<file path="config.mk">
export PLATFORM = sky130hd
export DESIGN_NAME = count_add
export DESIGN_NICKNAME = d
export VERILOG_FILES = /design/src/rtl/count_add.sv
export SDC_FILE = /design/constraint.sdc
export NUM_CORES = 1
export LEC_CHECK = 0
export ABC_AREA = 0
export ABC_CLOCK_PERIOD_IN_PS = 1970
export CORE_AREA = 2 2 45 47
export CTS_BUF_LIST = sky130_fd_sc_hd__clkbuf_8
export CTS_CLUSTER_DIAMETER = 60
export CTS_CLUSTER_SIZE = 30
export DETAILED_ROUTE_END_ITERATION = 7
export DIE_AREA = 0 0 47 49
export PLACE_DENSITY = 0.8
export SETUP_SLACK_MARGIN = 0.05
export SLEW_MARGIN = 20
export SYNTH_ARGS = -nofsm -noshare
export SYNTH_HDL_FRONTEND = slang
export SYNTH_SLANG_ARGS = --single-unit
</file>
<file path="constraint.sdc">
create_clock -name CLK -period 1.97 [get_ports CLK]
set_input_delay 0.197 -clock CLK [delete_from_list [all_inputs] [get_ports CLK]]
set_output_delay 0.197 -clock CLK [all_outputs]
set_load 0.02 [all_outputs]
</file>
<file path="src/rtl/count_add.sv">
// Run/hold/finish counter with terminal compare against a live PD and a
// saturating wrap counter for auto-reload mode.
module count_add (
    input  logic       CLK,
    input  logic       CLRn,
    input  logic       E,
    input  logic       START,
    input  logic       STOP,
    input  logic       MODE,
    input  logic [5:0] PD,
    output logic [5:0] QT,
    output logic       RCO,
    output logic       BUSY,
    output logic       DONE,
    output logic [3:0] WRAPS
);

    typedef enum logic [1:0] {IDLE, RUN, HOLD, FIN} state_t;

    state_t     state, state_nxt;
    logic [5:0] qt_nxt;
    logic [3:0] wraps_nxt;
    logic       term;

    // STOP outranks everything, so a terminal event never coincides with a pause
    assign term = (state == RUN) & E & ~STOP & (QT == PD);

    always_ff @(posedge CLK or negedge CLRn) begin
        if (!CLRn) begin
            state <= IDLE;
            QT    <= '0;
            WRAPS <= '0;
        end else begin
            state <= state_nxt;
            QT    <= qt_nxt;
            WRAPS <= wraps_nxt;
        end
    end

    always_comb begin
        state_nxt = state;
        qt_nxt    = QT;
        wraps_nxt = WRAPS;
        unique case (state)
            IDLE: begin
                qt_nxt    = '0;
                wraps_nxt = '0;
                if (START && !STOP) state_nxt = RUN;
            end
            RUN: begin
                if (STOP) begin
                    state_nxt = HOLD;
                end else if (term) begin
                    if (MODE) begin
                        qt_nxt = '0;
                        if (WRAPS != 4'hf) wraps_nxt = WRAPS + 4'd1;
                    end else begin
                        state_nxt = FIN;
                    end
                end else if (E) begin
                    qt_nxt = QT + 6'd1;
                end
            end
            HOLD: begin
                if (STOP) begin
                    state_nxt = IDLE;
                    qt_nxt    = '0;
                    wraps_nxt = '0;
                end else if (START) begin
                    state_nxt = RUN;
                end
            end
            FIN: begin
                if (STOP || START) begin
                    state_nxt = STOP ? IDLE : RUN;
                    qt_nxt    = '0;
                    wraps_nxt = '0;
                end
            end
            default: state_nxt = IDLE;
        endcase
    end

    always_comb begin
        BUSY = (state == RUN);
        DONE = (state == FIN);
        RCO  = term;
    end

endmodule
</file>
==> flow_metrics.env, run 1 <==
export IMPL_synthArstFlopShare=1.00
export IMPL_via_per_inst=5.14
export IMPL_yosysUniqueCellTypes=36
export IMPL_vias=822
export IMPL_rsz0062_at_grt="true"
export IMPL_antenna_left=0
export IMPL_firstDrtPassIters=4
export IMPL_cts_sinks=12
export IMPL_ctsHoldBuffers=0
export IMPL_ys_seq_elements=12
export IMPL_insertion_delay_ns=0.24
export IMPL_drc=0
export IMPL_arrival_ns=2.03
export IMPL_grt_pass1_wl_um=3220
export IMPL_drt_initial_drc_count=12
export IMPL_worstSetupEndpointType="flip-flop"
export IMPL_pin_count=25
export IMPL_slew_headroom=0.625
export IMPL_worst_slew_pin_transition_ns=0.561
export IMPL_p_leak_nw=0.613
export IMPL_power_density_nw_per_um2=497
export IMPL_port_buffers=24
export IMPL_timing_final_ws_setup_ns=0.0613
export IMPL_ys_warn_count=0
export IMPL_cap_violations=0
export IMPL_clkSlewWorstSetupHoldPaths_ns=0.05
export IMPL_min_path_type="in2async"
export IMPL_final_util=0.713
export IMPL_syn_num_nets=99
export IMPL_hold_viol=0
export IMPL_die_area_um2=2300
export IMPL_synth_edf_count=0
export IMPL_critPathKind="in2reg"
export IMPL_setup_violations=0
export IMPL_fmax_mhz=524
export IMPL_coreArea_um2=1840
export IMPL_start_util=0.447
export IMPL_cts_buffers=3
export IMPL_grt_pass1_vias=786
export IMPL_nets=148
export IMPL_drive_gt1_frac=0.316
export IMPL_finClkSkew_ns=0.00321
export IMPL_antenna_found_initial=0
export IMPL_die_h_um=49
export IMPL_worstPathRequired_ns=2.09
export IMPL_antenna_cells=0
export IMPL_cts_tree="built"
export IMPL_grt_max_degree=13
export IMPL_avgSynthCellArea_um2=9.69
export IMPL_layout_commonest_cell="clkdlybuf4s50_1"
export IMPL_drt_wirelength_per_cell_um=13.3
export IMPL_root_buffer="clkbuf_8"
export IMPL_place_ws_ns=-0.261
export IMPL_htreeDepth=1
export IMPL_yosysSeqAreaShare=0.365
export IMPL_cp_max_fo=4
export IMPL_cts_path_max_buffers=2
export IMPL_synth_top_flop_cell="dfrtp_1"
export IMPL_period_needed_ns=1.91
export IMPL_syn_cell_area_um2=823
export IMPL_rows=16
export IMPL_cp_start_kind="input pin"
export IMPL_hpwl_um=1630
export IMPL_final_cell_mix="clkdlybuf4s50_1, buf_4, dfrtp_1"
export IMPL_grt_use_total=0.198
export IMPL_maxSlewViolCount=0
export IMPL_finalCritPeriodShare=0.969
export IMPL_place_gp_congestion=0.818
export IMPL_syn_to_final_growth_pct=59.6
export IMPL_grt_overflow=0
export IMPL_status="completed"
export IMPL_r2r_cells=6
export IMPL_finalWirelength_um=2130
export IMPL_die_w_um=47
export IMPL_irDropWorstVdd_v=0.000406
export IMPL_syn_inst=85
==> synthesized netlist by cell type (3+ instances only) <==
library cell  instances  area, um^2
dfrtp_1              12         300
nand2_1               8        30.0
nor2_1                6        22.5
a211o_1               4        35.0
a21oi_1               4        20.0
inv_1                 4        15.0
nand3_1               4        20.0
nor3b_1               4        30.0
and2_1                3        18.8
nor3_1                3        15.0
xnor2_1               3        26.3
==> cells by family after synthesis <==
logic type      Yosys count  synth area share
simple gates             38             0.267
fa+ha+maj                 2            0.0304
flops                    12             0.365
compound gates           21             0.240
xor+xnor                  4            0.0426
buf+inv                   6            0.0273
mux                       2            0.0274
==> final cells by class <==
type / count / area (um^2)
fill: 151 / 528
multi-input combinational: 67 / 505
clock buffer: 4 / 55.1
timing repair buffer: 45 / 399
tap: 27 / 33.8
inverter: 5 / 18.8
sequential: 12 / 302
==> critical path: stages <==
cell and delay, ns:
clkdlybuf4s50_1 0.42, xor2_1 0.16, a221o_2 0.32, buf_6 0.14, o41ai_4 0.46, nor3b_2 0.09, a211o_1 0.23
==> power by group <==
part	internal (mW)	total (mW)	switching, mW
logic	0.0667	0.129	0.0619
registers	0.251	0.256	0.00512
clock network	0.177	0.268	0.0911
==> metal layers <==
layer | GRT usage | routed length (um) | vias to the layer above | share of wire
li1 | - | - | 409 | -
met1 | 0.216 | 907 | 389 | 0.43
met2 | 0.324 | 1100 | 18 | 0.52
met3 | 0.0444 | 69 | 6 | 0.032
met4 | 0.130 | 51 | 0 | 0.024
met5 | 0 | 0 | - | 0
==> timing repair <==
action	CTS	global route
endpoints found under the setup margin	4	7
pin swaps	1	9
resized for setup	3	4
endpoints found under the hold margin	0	0
buffers inserted	0	2
==> sequential cells by signal, summed over array words and instances (netlist names) <==
register / count
state: 2
QT: 6
WRAPS: 4
==> through the flow <==
stage	hold slack, ns	TNS (ns)	cell area [um^2]	instances	total power, mW
after floorplan	-0.0986	0	825	85	0.317
after global placement	0.502	-1.22	1240	154	0.383
after detailed placement	0.500	-1.44	1240	154	0.387
after CTS	0.338	0	1290	158	0.656
after global routing	0.363	0	1310	160	0.685
final	0.320	0	1310	160	0.653
==> worst paths after layout <==
kind / startpoint / end / slack (ns)
min in group CLK: WRAPS[3] / WRAPS[3] / 0.51
max: PD[2] / QT[2] / 0.06
max in group asynchronous: CLRn / QT[1] / 1.25
min: CLRn / QT[3] / 0.32
max reg2reg: QT[2] / QT[2] / 0.06
min reg2reg: WRAPS[3] / WRAPS[3] / 0.51
No activity file was read; power rests on OpenSTA's default activity.
==> inputs of run 2 (changes only) <==
--- a/config.mk
+++ b/config.mk
@@ -5,7 +5,6 @@
 export SDC_FILE = /design/constraint.sdc
 export NUM_CORES = 1
 export LEC_CHECK = 0
-export ABC_AREA = 0
 export ABC_CLOCK_PERIOD_IN_PS = 1970
 export CORE_AREA = 2 2 45 47
 export CTS_BUF_LIST = sky130_fd_sc_hd__clkbuf_8
==> results of run 2 <==
The final DEF is identical to that of run 1; final timing and power are the same.
